==> src/rtl/lcd_pkg.sv <==
`default_nettype none
// ============================================================================
// Module   : lcd_pkg
// Purpose  : Shared definitions for the character-LCD bus arbiter: FSM state
//            encoding, HD44780 command constants, requester count and the
//            long-command classifier.
// Revision : 1.0 - initial release
// ============================================================================
package lcd_pkg;

    localparam int NUM_REQ = 2;

    localparam logic [7:0] LCD_CMD_CLEAR = 8'h01;
    localparam logic [7:0] LCD_CMD_HOME  = 8'h02;
    localparam logic [7:0] LCD_CMD_LINE1 = 8'h80;
    localparam logic [7:0] LCD_CMD_LINE2 = 8'hC0;
    localparam logic [7:0] LCD_CMD_CGRAM = 8'h40;

    typedef enum logic [2:0] {
        ST_IDLE      = 3'd0,
        ST_SETUP     = 3'd1,
        ST_EN_HI     = 3'd2,
        ST_EN_LO     = 3'd3,
        ST_WAIT_LONG = 3'd4
    } lcd_state_t;

    // Clear (01), home (02) and its don't-care alias (03) need far longer
    // than a normal write for the controller to finish.
    function automatic logic is_long_cmd(input logic rs, input logic [7:0] data);
        return !rs && ((data == LCD_CMD_CLEAR) || (data == LCD_CMD_HOME) ||
                       (data == 8'h03));
    endfunction

endpackage : lcd_pkg
`default_nettype wire

==> src/rtl/lcd_tick_gen.sv <==
`default_nettype none
// ============================================================================
// Module   : lcd_tick_gen
// Purpose  : Free-running prescaler producing a one-Clk tick every TICK_DIV
//            Clk cycles; paces the LCD enable sequence.
// Ports    : Clk  - system clock
//            rst  - asynchronous active-low reset
//            tick - one-cycle pulse while the prescaler is at TICK_DIV-1
// Revision : 1.0 - initial release
// ============================================================================
module lcd_tick_gen #(
    parameter int TICK_DIV = 62500
) (
    input  logic Clk,
    input  logic rst,
    output logic tick
);

    localparam int             CW     = (TICK_DIV > 1) ? $clog2(TICK_DIV) : 1;
    localparam logic [CW-1:0]  c_last = CW'(TICK_DIV - 1);

    logic [CW-1:0] r_presc;

    always_ff @(posedge Clk or negedge rst) begin
        if (!rst) begin
            r_presc <= '0;
        end else if (r_presc == c_last) begin
            r_presc <= '0;
        end else begin
            r_presc <= r_presc + 1'b1;
        end
    end

    assign tick = (r_presc == c_last);

endmodule : lcd_tick_gen
`default_nettype wire

==> src/rtl/lcd_bus_arbiter.sv <==
`default_nettype none
// ============================================================================
// Module   : lcd_bus_arbiter
// Purpose  : Shares one HD44780 write-only bus between the init/CGRAM loader
//            (port 0) and the text refresh engine (port 1). One RS+byte word
//            per valid/ready handshake; EN pulse paced by a slow tick, with
//            extra wait ticks after clear/home.
// Ports    : Clk, rst (async active-low)
//            req_valid/req_rs/req_lock [1:0], req_data [15:0] = {p1, p0}
//            req_ready [1:0] - one-Clk accept strobe
//            grant, busy     - owning port, transfer in progress
//            LCD_DATA (always driven), LCD_EN, LCD_RW (tied 0), LCD_RS
// Config   : LCD_ARB_RR_EN - round-robin arbitration instead of fixed
//            priority (port 0 over port 1).
// Revision : 1.0 - initial release
// ============================================================================
module lcd_bus_arbiter
    import lcd_pkg::*;
#(
    parameter int TICK_DIV   = 62500,
    parameter int LONG_TICKS = 2
) (
    input  logic                   Clk,
    input  logic                   rst,
    input  logic [NUM_REQ-1:0]     req_valid,
    input  logic [NUM_REQ-1:0]     req_rs,
    input  logic [NUM_REQ*8-1:0]   req_data,
    input  logic [NUM_REQ-1:0]     req_lock,
    output logic [NUM_REQ-1:0]     req_ready,
    output logic                   grant,
    output logic                   busy,
    inout  wire  [7:0]             LCD_DATA,
    output logic                   LCD_EN,
    output logic                   LCD_RW,
    output logic                   LCD_RS
);

    localparam int            LW          = (LONG_TICKS > 1) ? $clog2(LONG_TICKS) : 1;
    localparam logic [LW-1:0] c_lcnt_last = LW'(LONG_TICKS - 1);

    lcd_state_t       r_state;
    logic [1:0]       r_ready;
    logic             r_grant;
    logic             r_busy;
    logic             r_en;
    logic             r_rs;
    logic [7:0]       r_data;
    logic             r_long;
    logic [LW-1:0]    r_lcnt;

    logic             w_tick;
    logic [1:0]       w_elig;
    logic             w_win;
    logic             w_accept;
    logic             w_sel_rs;
    logic [7:0]       w_sel_data;

    lcd_tick_gen #(
        .TICK_DIV (TICK_DIV)
    ) u_tick (
        .Clk  (Clk),
        .rst  (rst),
        .tick (w_tick)
    );

    // A lock held by the current owner shuts out the other port, even while
    // the owner itself has nothing to send.
    assign w_elig[0] = req_valid[0] && !(req_lock[r_grant] && (r_grant == 1'b1));
    assign w_elig[1] = req_valid[1] && !(req_lock[r_grant] && (r_grant == 1'b0));

`ifdef LCD_ARB_RR_EN
    logic r_ptr;   // port granted last; the other one wins a tie

    assign w_win = (w_elig[0] && w_elig[1]) ? ~r_ptr : w_elig[1];

    always_ff @(posedge Clk or negedge rst) begin
        if (!rst) begin
            r_ptr <= 1'b1;
        end else if (w_accept) begin
            r_ptr <= w_win;
        end
    end
`else
    assign w_win = !w_elig[0];
`endif

    assign w_accept   = (r_state == ST_IDLE) && (w_elig != 2'b00);
    assign w_sel_rs   = req_rs[w_win];
    assign w_sel_data = w_win ? req_data[15:8] : req_data[7:0];

    always_ff @(posedge Clk or negedge rst) begin
        if (!rst) begin
            r_state <= ST_IDLE;
            r_ready <= 2'b00;
            r_grant <= 1'b0;
            r_busy  <= 1'b0;
            r_en    <= 1'b0;
            r_rs    <= 1'b0;
            r_data  <= 8'h00;
            r_long  <= 1'b0;
            r_lcnt  <= '0;
        end else begin
            r_ready <= 2'b00;
            case (r_state)
                ST_IDLE: begin
                    if (w_accept) begin
                        r_ready <= w_win ? 2'b10 : 2'b01;
                        r_grant <= w_win;
                        r_rs    <= w_sel_rs;
                        r_data  <= w_sel_data;
                        r_long  <= is_long_cmd(w_sel_rs, w_sel_data);
                        r_busy  <= 1'b1;
                        r_state <= ST_SETUP;
                    end
                end
                ST_SETUP: begin
                    if (w_tick) begin
                        r_en    <= 1'b1;
                        r_state <= ST_EN_HI;
                    end
                end
                ST_EN_HI: begin
                    if (w_tick) begin
                        r_en    <= 1'b0;
                        r_state <= ST_EN_LO;
                    end
                end
                ST_EN_LO: begin
                    if (w_tick) begin
                        if (r_long) begin
                            r_lcnt  <= '0;
                            r_state <= ST_WAIT_LONG;
                        end else begin
                            r_busy  <= 1'b0;
                            r_state <= ST_IDLE;
                        end
                    end
                end
                ST_WAIT_LONG: begin
                    if (w_tick) begin
                        if (r_lcnt == c_lcnt_last) begin
                            r_busy  <= 1'b0;
                            r_state <= ST_IDLE;
                        end else begin
                            r_lcnt <= r_lcnt + 1'b1;
                        end
                    end
                end
                default: begin
                    r_en    <= 1'b0;
                    r_busy  <= 1'b0;
                    r_state <= ST_IDLE;
                end
            endcase
        end
    end

    assign req_ready = r_ready;
    assign grant     = r_grant;
    assign busy      = r_busy;
    assign LCD_DATA  = r_data;
    assign LCD_EN    = r_en;
    assign LCD_RW    = 1'b0;
    assign LCD_RS    = r_rs;

endmodule : lcd_bus_arbiter
`default_nettype wire

==> config.mk <==
export PLATFORM = sky130hd
export DESIGN_NAME = lcd_bus_arbiter
export DESIGN_NICKNAME = d
export VERILOG_FILES = /design/src/rtl/lcd_pkg.sv /design/src/rtl/lcd_tick_gen.sv /design/src/rtl/lcd_bus_arbiter.sv
export SDC_FILE = /design/constraint.sdc
export NUM_CORES = 1
export LEC_CHECK = 0
export ABC_AREA = 0
export BUFFER_PORTS_ARGS = -buffer_cell sky130_fd_sc_hd__buf_4
export CORE_UTILIZATION = 35
export DETAILED_ROUTE_END_ITERATION = 12
export GPL_ROUTABILITY_DRIVEN = 0
export PLACE_DENSITY = 0.55
export SLEW_MARGIN = 20
export SYNTH_ARGS = -nofsm -noshare
export SYNTH_HDL_FRONTEND = slang
export SYNTH_SLANG_ARGS = --single-unit
==> constraint.sdc <==
create_clock -name Clk -period 2.28 [get_ports Clk]
set_input_delay 0.228 -clock Clk [delete_from_list [all_inputs] [get_ports Clk]]
set_output_delay 0.228 -clock Clk [all_outputs]
set_load 0.05 [all_outputs]
==> flow_metrics.tcl <==
set metrics [dict create \
    grt_pass1_wl_um 5961 \
    die_w_um 73.10 \
    synth_top_area_cell "dfrtp_1" \
    die_area_mm2 0.005343 \
    clkLatencyLatePin_ns 0.28 \
    p_per_area_mw_per_mm2 544.6 \
    synth_most_common_cell "dfrtp_1" \
    nets 221 \
    synthTopCellsByArea "dfrtp_1 (50%), mux2_2 (12%), xnor2_1 (4.0%)" \
    ant_nets 0 \
    r2r_start "u_tick.r_presc[6]" \
    track_usage_pct 14.87 \
    hpwl_um 2586 \
    startpoint_type "register" \
    ys_seq_elements 35 \
    place_inst 255 \
    multi_input_area_um2 843.3 \
    ctsLongestPathBuffers 2 \
    drive_gt1_share_pct 31.63 \
    slew_violations 0 \
    die_h_um 73.10 \
    synth_edf_count 0 \
    num_io_pins 39 \
    required_ns 2.44 \
    remaining_drc_errors 0 \
    fp-row-count 25 \
    fill_cells 463 \
    fin_skew_ns 0.005317 \
    syn-num-nets 185 \
    grt_pass1_vias 1318 \
    viasPerCell 5.072 \
    max_cap_violations 0 \
    crit_type "reg2reg" \
    area.growth.synth_to_final_pct 22.49 \
    setup_tns_ns 0 \
    post_synth_instance_area_mm2 0.001769 \
    fin_hold_ws_ns 0.09331 \
    power.leakage_nw 0.9482 \
    post_drt_wl_per_cell_um 13.36 \
    synthAdderAreaFrac_pct 0.7072 \
    post_cts_buffers 0 \
    ys_warn_count 0 \
    antenna-diode-count 0 \
    hp-start "LCD_DATA[5]" \
    synth_xor_area_share_pct 5.446 \
    r2r-end "busy" \
    core_mm2 0.004786 \
    rsz0062_at_grt "false" \
    portBuffers 29 \
    arrival_ns 2.21 \
    worst_pin_slew_ns 0.4951 \
    crit_path_max_fanout 9 \
    setup_viol 0 \
    finalHoldViolations 0 \
    synth_top_family_by_area "simple AND/OR/NAND/NOR gates" \
    ys_types 43 \
    cts_tree "done" \
    maxClockFrequency_ghz 0.4884 \
    synth_common_cells "dfrtp_1 (35), mux2_2 (19), nor2_1 (11)" \
    routed_wl_um 3514 \
    syn_area_per_cell_um2 11.06 \
    grt_max_degree 36 \
    min_period_ns 2.047 \
    synthArstFlopShare_pct 100.0 \
    hold_depth 1 \
    min_to "LCD_DATA[5]" \
    synthMuxAreaShare_pct 13.22 \
    tritoncts.num_buffers 5 \
    regArea_um2 875.8 \
    antenna_found_initial 0 \
    fin_crit_sh_pct 89.80 \
    num_vias 1334 \
    max_slew_margin_pct 66.75 \
    instances_no_fill 263 \
    synth_simple_gate_area_share_pct 20.65 \
    cts_root_buf "clkbuf_8" \
    worst_r2r_path_depth 4 \
    netlist_instances 160 \
    start_util_pct 36.97 \
    synth_ff_type "dfrtp_1" \
    clock_sinks 35 \
    htreeDepth 2 \
    drt_iter0_markers 79 \
    run_status "finished, final reports clean" \
    grt_overflow 0 \
    yosysSeqAreaShare_pct 49.50 \
    r2r_slack_ns 0.23 \
    synth_top_area_share_pct 49.50 \
    cts.clk_slew.worst_paths_ns 0.07 \
    cp-end-kind "register" \
    ir_drop_v 0.0002477 \
    drt_first_pass_iters 4 \
    hold_path_class "in2reg" \
    synth_compound_area_share_pct 7.426 \
]
## power by group
group | total (mW) | switching [mW] | internal (mW)
Clock | 0.438 | 0.202 | 0.237
Sequential | 0.659 | 0.0314 | 0.628
Combinational | 0.0828 | 0.0367 | 0.0461
## cells by family after synthesis
| group | count (synthesis) |
|---|---|
| other cells | 1 |
| mux | 21 |
| xor+xnor | 11 |
| compound gates | 20 |
| fa+ha+maj | 1 |
| flops | 35 |
| buf+inv | 10 |
| simple gates | 61 |
## per-stage QoR
| stage | setup slack (ns) | total power [mW] | util (%) | cell area, um^2 |
|---|---|---|---|---|
| 4_1_cts | 0.2365 | 1.206 | 45.28 | 2167 |
| 5_1_grt | 0.1317 | 1.240 | 45.28 | 2167 |
| 3_3_place_gp | 0.2876 | 0.7521 | 43.24 | 2069 |
| 2_1_floorplan | 0.2559 | 0.7015 | - | 1769 |
| 3_5_place_dp | 0.2434 | 0.7539 | 43.24 | 2069 |
| 6_report | 0.2325 | 1.180 | 45.28 | 2167 |
## final cells by class
cell class | count | area share (%)
Sequential cell | 35 | 40.42
Multi-Input combinational cell | 115 | 38.91
Timing Repair Buffer | 34 | 11.89
Tap cell | 67 | 3.868
Clock buffer | 6 | 3.811
Inverter | 5 | 0.8661
Clock inverter | 1 | 0.2309
## worst max path at each step
| stage | depth (start not counted) | from | slack [ns] | endpoint |
|---|---|---|---|---|
| floorplan | 5 | grant | 0.26 | LCD_DATA[3] |
| global placement | 4 | u_tick.r_presc[6] | 0.29 | busy |
| detailed placement | 4 | u_tick.r_presc[6] | 0.24 | r_lcnt |
| CTS | 4 | u_tick.r_presc[6] | 0.24 | busy |
| global route | 5 | u_tick.r_presc[6] | 0.13 | r_state[2] |
| finish | 4 | u_tick.r_presc[6] | 0.23 | busy |
## critical path, stage by stage, from the launching register on
cell and delay [ns]:
dfrtp_1 0.44, or4_4 0.55, nor4_4 0.52, nor3_1 0.10, a311o_1 0.33
## cells in the final DEF, fill, tap and decap left out, types with 2 or more instances in the layout
| master | netlist | layout |
|---|---|---|
| nor4_1 | 7 | 7 |
| a21oi_1 | 3 | 3 |
| nor2b_1 | 5 | 5 |
| nand2b_1 | 5 | 5 |
| dfrtp_1 | 35 | 35 |
| xor2_1 | 3 | 3 |
| xnor2_1 | 8 | 8 |
| nand3_1 | 8 | 8 |
| mux2_2 | 19 | 19 |
| buf_4 | 1 | 33 |
| nor3_1 | 4 | 4 |
| inv_1 | 5 | 5 |
| and2_1 | 2 | 2 |
| clkbuf_8 | 0 | 6 |
| o21ai_1 | 2 | 2 |
| o21ai_0 | 6 | 6 |
| mux2i_1 | 2 | 2 |
| nor2_1 | 11 | 11 |
| nand4_1 | 2 | 2 |
| nand2_1 | 7 | 7 |
## per-layer routing
layer	share of wire (%)	global-route usage, %	vias to the layer above
met3	7.4	5.939	2
met2	47	23.66	44
li1	-	-	644
met5	0	0	-
met1	46	18.20	644
met4	0.48	5.229	0
## registers in the layout (all words and copies together), names as in the netlist, 2 cells and up
name / flops
req_ready: 2
u_tick.r_presc: 16
LCD_DATA: 8
r_state: 3
## timing repair
item                      4_1_cts  5_1_grt
hold endpoints to repair       35        0
gates resized for setup         0        0
hold buffers                    1        0
Note: power is estimated with default switching activity, not from simulation.
